## config.mk

```make
export PLATFORM = sky130hd
export DESIGN_NAME = upack_channel_sequencer
export DESIGN_NICKNAME = d
export VERILOG_FILES = /design/src/rtl/upack_channel_sequencer.sv
export SDC_FILE = /design/constraint.sdc
export NUM_CORES = 1
export LEC_CHECK = 0
export CAP_MARGIN = 20
export CORE_AREA = 10 10 79 81
export DETAILED_ROUTE_END_ITERATION = 12
export DIE_AREA = 0 0 89 91
export GPL_TIMING_DRIVEN = 1
export PLACE_DENSITY = 0.83
export SKIP_LAST_GASP = 1
export SLEW_MARGIN = 0
export SYNTH_ARGS = -nofsm -noshare
export SYNTH_HDL_FRONTEND = slang
export SYNTH_SLANG_ARGS = --single-unit
```

## constraint.sdc

```tcl
create_clock -name clk -period 1.6 [get_ports clk]
set_input_delay 0.32 -clock clk [delete_from_list [all_inputs] [get_ports clk]]
set_output_delay 0.32 -clock clk [all_outputs]
set_load 0.05 [all_outputs]
```

## src/rtl/upack_channel_sequencer.sv

```systemverilog
// Tags a serial sample stream with the next enabled channel index and frames it with sof/eof.
// Mask changes only take effect at frame boundaries. Define UPACK_SEQ_FRAME_CNT_EN to count completed frames.
module upack_channel_sequencer #(
    parameter  int NUM_CHANNELS = 4,
    parameter  int SAMPLE_WIDTH = 16,
    localparam int CW           = $clog2(NUM_CHANNELS)
) (
    input  logic                    clk,
    input  logic                    resetn,
    input  logic                    enable,
    input  logic [NUM_CHANNELS-1:0] chan_mask,
    input  logic [SAMPLE_WIDTH-1:0] s_data,
    input  logic                    s_valid,
    output logic                    s_ready,
    output logic [SAMPLE_WIDTH-1:0] m_data,
    output logic [CW-1:0]           m_chan,
    output logic                    m_sof,
    output logic                    m_eof,
    output logic                    m_valid,
    input  logic                    m_ready,
    output logic                    busy,
    output logic                    mask_err,
    output logic [31:0]             frame_count
);

    typedef enum logic [1:0] {IDLE, ARM, RUN, STOP} state_t;

    state_t                  state, state_nx;
    logic [NUM_CHANNELS-1:0] active_mask, mask_nx;
    logic [CW-1:0]           ptr, ptr_nx;
    logic                    err_nx;
    logic                    accept;
    logic                    cur_sof;
    logic                    cur_eof;

    function automatic logic [CW-1:0] lowest_bit(input logic [NUM_CHANNELS-1:0] m);
        lowest_bit = '0;
        for (int i = NUM_CHANNELS - 1; i >= 0; i--)
            if (m[i]) lowest_bit = CW'(i);
    endfunction

    function automatic logic [CW-1:0] highest_bit(input logic [NUM_CHANNELS-1:0] m);
        highest_bit = '0;
        for (int i = 0; i < NUM_CHANNELS; i++)
            if (m[i]) highest_bit = CW'(i);
    endfunction

    // Descending scan leaves the smallest set bit above p; none found means wrap to the lowest.
    function automatic logic [CW-1:0] next_bit(input logic [NUM_CHANNELS-1:0] m,
                                               input logic [CW-1:0] p);
        next_bit = lowest_bit(m);
        for (int i = NUM_CHANNELS - 1; i >= 0; i--)
            if (m[i] && (i > int'(p))) next_bit = CW'(i);
    endfunction

    assign s_ready = (state == RUN) && (!m_valid || m_ready);
    assign accept  = s_valid && s_ready;
    assign cur_sof = (ptr == lowest_bit(active_mask));
    assign cur_eof = (ptr == highest_bit(active_mask));
    assign busy    = (state != IDLE);

    always_comb begin
        state_nx = state;
        mask_nx  = active_mask;
        ptr_nx   = ptr;
        err_nx   = mask_err;
        case (state)
            IDLE: begin
                if (enable) begin
                    if (chan_mask != '0) state_nx = ARM;
                    else                 err_nx   = 1'b1;
                end
            end
            ARM: begin
                if (chan_mask != '0) begin
                    mask_nx  = chan_mask;
                    ptr_nx   = lowest_bit(chan_mask);
                    state_nx = RUN;
                end else begin
                    err_nx   = 1'b1;
                    state_nx = IDLE;
                end
            end
            RUN: begin
                // Frame boundary: stop, or relatch the mask with no bubble.
                if (accept) begin
                    if (cur_eof) begin
                        if (!enable) begin
                            state_nx = STOP;
                        end else if (chan_mask == '0) begin
                            err_nx   = 1'b1;
                            state_nx = STOP;
                        end else begin
                            mask_nx = chan_mask;
                            ptr_nx  = lowest_bit(chan_mask);
                        end
                    end else begin
                        ptr_nx = next_bit(active_mask, ptr);
                    end
                end
            end
            STOP: begin
                if (!m_valid || m_ready) state_nx = IDLE;
            end
            default: state_nx = IDLE;
        endcase
    end

    always_ff @(posedge clk or negedge resetn) begin
        if (!resetn) begin
            state       <= IDLE;
            active_mask <= '0;
            ptr         <= '0;
            mask_err    <= 1'b0;
        end else begin
            state       <= state_nx;
            active_mask <= mask_nx;
            ptr         <= ptr_nx;
            mask_err    <= err_nx;
        end
    end

    // Output register: a new sample may load in the same cycle the old one is consumed.
    always_ff @(posedge clk or negedge resetn) begin
        if (!resetn) begin
            m_data  <= '0;
            m_chan  <= '0;
            m_sof   <= 1'b0;
            m_eof   <= 1'b0;
            m_valid <= 1'b0;
        end else if (accept) begin
            m_data  <= s_data;
            m_chan  <= ptr;
            m_sof   <= cur_sof;
            m_eof   <= cur_eof;
            m_valid <= 1'b1;
        end else if (m_ready) begin
            m_valid <= 1'b0;
        end
    end

`ifdef UPACK_SEQ_FRAME_CNT_EN
    always_ff @(posedge clk or negedge resetn) begin
        if (!resetn)                          frame_count <= '0;
        else if (m_valid && m_ready && m_eof) frame_count <= frame_count + 32'd1;
    end
`else
    assign frame_count = '0;
`endif

endmodule
```

==> metrics.md, run 1 <==
| Metric | Value |
|---|---|
| Clk root buf | `clkbuf_8` |
| Area grow syn2layout | `45.9%` |
| Die height | `~91 um` |
| Top cells by area, synth | `dfrtp_1, mux2_2, buf_4` |
| YS warnings | `0` |
| Post-Synthesis Cells | `156` |
| Most frequent cell after synthesis | `buf_4` |
| Total negative setup slack | `-304 ps` |
| CP Max Fanout | `4` |
| Unique masters post-synth | `40` |
| Post-synth EDFFs | `0` |
| Sequential share of the synthesized area | `between 40% and 50%` |
| Drt total wl | `4410 um` |
| CP startpoint kind | `flip-flop` |
| DRC | `0` |
| Crit-path max cell delay | `440 ps` |
| Drt first pass iters | `4` |
| Hold WS | `427 ps` |
| Setup WS pre-CTS | `-254 ps` |
| CTS Sinks | `30` |
| Outcome | `finished with violations` |
| Worst vdd ir | `around 0.0013 V` |
| Final period utilization | `104%` |
| Worst path arrival time | `between 1500 and 2000 ps` |
| Synth async-reset ratio | `between 90% and 100%` |
| TritonCTS clock tree | `built` |
| Fill cell count | `402` |
| Layout cells sized above 1 | `42.2%` |
| CP required | `1760 ps` |
| CP cell instances | `xor2_1, or4_4, a21oi_2, o21ai_2, mux2_2` |
| Area occupied by multi-input gates | `~800 sq um` |
| RSZ-0062 raised after global routing | `yes` |
| PD cells | `about 2400 nW/um^2` |
| Most common flop cell mapped by yosys | `dfrtp_1` |
| Die width | `89 um` |
| Hold WC Path Type | `in2async` |
| Row cnt | `25` |
| Worst Skew | `13.6 ps` |
| Kind of critical path | `reg2reg` |
| Fin worst setup slack | `-59.2 ps` |
| F_max | `0.603 GHz` |
| Final hold violation count | `0` |
| P_leak | `1.17 nW` |
| Total gr overflow | `0` |
| Failing checks | `negative setup slack` |
| Worst-path clk slew | `60 ps` |
| Full die area | `about 8000 sq um` |
| Vias in the first global route | `1426` |
| Critical Path Slowest Stage Cell | `or4_4` |
| Yosys top cell area share | `44.2%` |
| Final min period | `1660 ps` |
| Synth cell count leaders | `buf_4, dfrtp_1, mux2_2` |
| Register area | `around 750 sq um` |
| Final nets | `256` |
| Avg Cell Area, Syn | `10.9 sq um` |
| Crit end category | `flip-flop` |
| DR vias | `~1300` |
| Hold Buf Count CTS | `0` |
| #FFs+latches synth | `30` |
| Core ar. | `4660 sq um` |
| CTS H-tree depth | `2` |
| Starting Density | `36.5%` |
| Number of max-cap violations | `0` |
| Placed insts | `272` |
| Initial DRC count | `just over 40` |
| Setup-failing EPs final | `7` |
| GRT Resource Usage Total | `a little over a tenth` |
| Global-route wire length before repair | `6960 um` |
| Post-DP HPWL | `between 3000 and 4000 um` |
| Clock latency on the worst-skew pair | `280 ps` |
| Fin. max-slew vios | `0` |
| Non-filler cells, final | `286` |
| Total CTS buffers | `5` |
| Post-Syn Area | `1700 sq um` |
| Port Buf Inserts | `48` |
| Layout Utilization | `53.2%` |
| Largest net degree at the start of global routing | `31` |
| Vias/cell | `4.67` |
| Synth area leader | `dfrtp_1` |
| I/O pin cnt | `81` |
| DR WL/cell | `15.4 um` |
| GPL Wtd Cong | `approximately 0.83` |
| Clock Path Buffers | `2` |
| Final ANT Viol Nets | `0` |
| Antenna violations before repair | `0` |
| Ant. Diodes | `0` |
[path summary, 6_finish.rpt]
kind / startpoint / endpoint / slack (ps) / cells past startpoint
max: ptr[0] / active_mask[1] / -60 / 5
min: resetn / m_data[1] / 430 / 2
max reg2reg: ptr[0] / active_mask[1] / -60 / 5
min reg2reg: m_data[4] / m_data[4] / 510 / 1
max in group asynchronous: resetn / m_valid / 870 / 2
min in group clk: m_data[4] / m_data[4] / 510 / 1
[what timing repair did]
action | CTS | global route
pin swaps | 1 | 2
endpoints found under the setup margin | 8 | 11
resized for setup | 6 | 6
cloned | 0 | 0
buffers inserted | 4 | 2
[stage by stage]
stage | cell area (sq um) | power [mW]
5_1_grt | 2480 | 6.40
3_3_place_gp | 2280 | 5.01
4_1_cts | 2440 | 6.01
6_report | 2480 | 6.06
3_5_place_dp | 2280 | 5.09
2_1_floorplan | 1840 | 3.89
[layout by cell type (no fill, tap or decap), types with 2 or more instances in the layout]
master | Yosys | layout
clkdlybuf4s50_1 | 0 | 23
clkbuf_8 | 0 | 6
mux2_2 | 22 | 22
dfrtp_1 | 30 | 28
o21ai_0 | 4 | 3
nor3b_1 | 2 | 2
nor2_1 | 6 | 6
buf_12 | 0 | 6
inv_1 | 3 | 3
conb_1 | 1 | 32
buf_4 | 32 | 42
nand2_1 | 8 | 7
dfrtp_2 | 0 | 2
a21oi_1 | 7 | 7
mux2i_1 | 4 | 4
o22ai_1 | 2 | 2
buf_6 | 2 | 3
[sequential cells by signal, summed over array words and instances (netlist names), named ones only]
signal,count
m_valid,1
m_eof,1
ptr,2
m_chan,2
m_data,16
state,1
mask_err,1
m_sof,1
active_mask,4
[where the power goes]
group	switching (mW)	leakage [nW]	internal (mW)
clock	0.280	0.0585	0.507
sequential	0.287	0.358	1.14
combinational	2.17	0.753	1.68
[layout make-up]
cell class / count / share of cell area (%)
Multi-Input combinational cell: 115 / 32.6
Clock buffer: 7 / 3.48
Sequential cell: 30 / 30.4
Clock inverter: 1 / 1.21
Timing Repair Buffer: 76 / 29.2
Tap cell: 54 / 2.73
Inverter: 3 / 0.454
[worst max-delay path, delay by kind of cell (launching register included)]
kind,cells,cell delay [ps]
flops,1,430
mux,1,280
xor+xnor,1,140
compound gates,2,250
simple gates,1,440
[per-layer routing]
| metal | track usage [%] | up-vias | part of all wire, % |
|---|---|---|---|
| met3 | 5.27 | 4 | 12 |
| met2 | 18.1 | 60 | 52 |
| li1 | - | 627 | - |
| met5 | 0 | - | 0 |
| met4 | 2.39 | 0 | 0.54 |
| met1 | 11.7 | 644 | 36 |
[cell families after synthesis]
| kind of cell | after synthesis | share of synthesized area, % |
|---|---|---|
| flip-flops | 30 | 44.2 |
| AND/OR/NAND/NOR | 31 | 10.2 |
| multiplexers | 27 | 17.8 |
| XOR/XNOR | 1 | 0.516 |
| other | 1 | 0.221 |
| AO/OA/AOI/OAI | 24 | 9.57 |
| buffers and inverters | 42 | 17.5 |
No activity file was read; power rests on OpenSTA's default activity.
==> inputs of run 2 (changes only) <==
--- a/config.mk
+++ b/config.mk
@@ -11,6 +11,7 @@
 export DIE_AREA = 0 0 89 91
 export GPL_TIMING_DRIVEN = 1
 export PLACE_DENSITY = 0.83
+export SKIP_CTS_REPAIR_TIMING = 1
 export SKIP_LAST_GASP = 1
 export SLEW_MARGIN = 0
 export SYNTH_ARGS = -nofsm -noshare
==> run 2 against run 1 <==
Effect of this change:
- maximum frequency decreased by 0.72%
- via count decreased by 2.4%
- core utilization decreased by 0.56 points
- the run still ends with negative setup slack left
- total power decreased by 1.3%
- first-iteration DRC count increased by 17%
- global-route usage decreased by 0.38 points
- sequential power about the same
- die area unchanged
- largest power group unchanged
- cell count decreased by 0.70%
- worst setup slack got worse by 12 ps
- non-clock buffer count decreased by 2
- final area decreased by 1.1%
==> metrics.md, run 2 (synthesis results as in run 1) <==
| Metric | Value |
|---|---|
| Outcome | `finished with violations` |
| Failing checks | `negative setup slack` |
| F_max | `0.598 GHz` |
| Clock Path Buffers | `2` |
| Starting Density | `36.5%` |
| Leading registers by flop count | `m_data: 16 flops, active_mask: 4 flops` |
| Worst-path clk slew | `60 ps` |
| Vias in the first global route | `around 1400` |
| Total gr overflow | `0` |
| Layout cells sized above 1 | `40.4%` |
| Total CTS buffers | `5` |
| I/O pin cnt | `81` |
| Fill cell count | `408` |
| Final ANT Viol Nets | `0` |
| Commonest non-fill, non-tap cell in the layout | `buf_4` |
| Worst R2R Start | `ptr[0]` |
| Fin worst setup slack | `-71.3 ps` |
| Final min period | `between 1500 and 2000 ps` |
| Worst path arrival time | `1830 ps` |
| CP startpoint kind | `flip-flop` |
| Total negative setup slack | `-399 ps` |
| GRT Resource Usage Total | `10.3%` |
| Kind of critical path | `reg2reg` |
| Vias/cell | `~4.6` |
| Die width | `89 um` |
| CP Max Fanout | `4` |
| Final period utilization | `104%` |
| Full die area | `8100 sq um` |
| Row cnt | `25` |
| Die height | `91 um` |
| Core ar. | `4660 sq um` |
| Antenna violations before repair | `0` |
| TritonCTS clock tree | `built` |
| Pwr Total | `~6.0 mW` |
| Crit end category | `flip-flop` |
| Global-route wire length before repair | `6710 um` |
| Crit path launch | `ptr[0]` |
| Placed insts | `272` |
| Fin. max-slew vios | `0` |
| GPL Wtd Cong | `0.828` |
| Ant. Diodes | `0` |
| Drt first pass iters | `4` |
| Port Buf Inserts | `48` |
| Worst vdd ir | `0.00132 V` |
| Largest register FFs | `16` |
| P_leak | `around 1.2 nW` |
| Hold WC Path Type | `in2async` |
| CTS H-tree depth | `2` |
| DR vias | `between 1000 and 1500` |
| Final nets | `254` |
| Commonest non-fill, non-tap cells in the layout | `buf_4, conb_1, dfrtp_1, clkdlybuf4s50_1, mux2_2` |
| Number of max-cap violations | `0` |
| Clock latency on the worst-skew pair | `280 ps` |
| PD cells | `2440 nW/um^2` |
| DR WL/cell | `between 15 and 20 um` |
| Top reg by flops | `m_data` |
| Non-filler cells, final | `284` |
| CTS Sinks | `30` |
| Worst Skew | `12.0 ps` |
| Post-DP HPWL | `3400 um` |
| Setup WS pre-CTS | `-254 ps` |
| Largest net degree at the start of global routing | `31` |
| Final hold violation count | `0` |
| Setup-failing EPs final | `7` |
| Drt total wl | `about 4300 um` |
| DRC | `0` |
| RSZ-0062 raised after global routing | `yes` |
| Initial DRC count | `48` |
| Layout Utilization | `52.6%` |
| Area grow syn2layout | `44.3%` |
| Clk root buf | `clkbuf_8` |
| CP required | `~1800 ps` |
-- run 2: worst paths after layout --
path / to / slack [ps] / cells after the start
max: active_mask[3] / -70 / 5
min: m_data[1] / 430 / 2
max reg2reg: active_mask[3] / -70 / 5
min reg2reg: m_data[4] / 510 / 1
max in group asynchronous: m_valid / 860 / 2
min in group clk: m_data[4] / 510 / 1
-- run 2: cell type report --
cell class	count	area, sq um	area share [%]
clock inverters	1	30.0	1.22
well taps	54	67.6	2.76
clock buffers	7	86.3	3.52
multi-input cells	115	792	32.3
flip-flops and latches	30	753	30.7
inverters	3	11.3	0.459
repair buffers	74	712	29.0
-- run 2: critical path, stage by stage, from the launching register on --
cell and delay [ps]:
dfrtp_2 440, xor2_1 150, or4_4 440, a21oi_2 150, o21ai_2 90, mux2_2 280
-- run 2: where the power goes --
group | leakage [nW] | total (mW) | switching [mW] | internal (mW)
Clock | 0.0585 | 0.783 | 0.276 | 0.507
Combinational | 0.747 | 3.77 | 2.14 | 1.64
Sequential | 0.358 | 1.43 | 0.287 | 1.14
Total | 1.16 | 5.99 | 2.70 | 3.29
-- run 2: metal layers --
| metal | vias up | part of all wire, % | global-route usage, % |
|---|---|---|---|
| met1 | 627 | 38 | 11.4 |
| met4 | 0 | 0.19 | 2.39 |
| li1 | 622 | - | - |
| met2 | 52 | 50 | 17.1 |
| met5 | - | 0 | 0 |
| met3 | 2 | 12 | 5.54 |
-- run 2: per-stage QoR --
stage	area (sq um)	hold slack, ps
after global placement	2280	489
after floorplan	1840	24.4
after detailed placement	2280	494
after CTS	2400	428
after global routing	2450	458
final	2450	428
==> inputs of run 3 (changes only) <==
--- a/config.mk
+++ b/config.mk
@@ -7,6 +7,7 @@
 export LEC_CHECK = 0
 export CAP_MARGIN = 20
 export CORE_AREA = 10 10 79 81
+export CTS_CLUSTER_SIZE = 14
 export DETAILED_ROUTE_END_ITERATION = 12
 export DIE_AREA = 0 0 89 91
 export GPL_TIMING_DRIVEN = 1
==> results of run 3 <==
No change in the layout: final DEF, timing and power equal those of run 2.
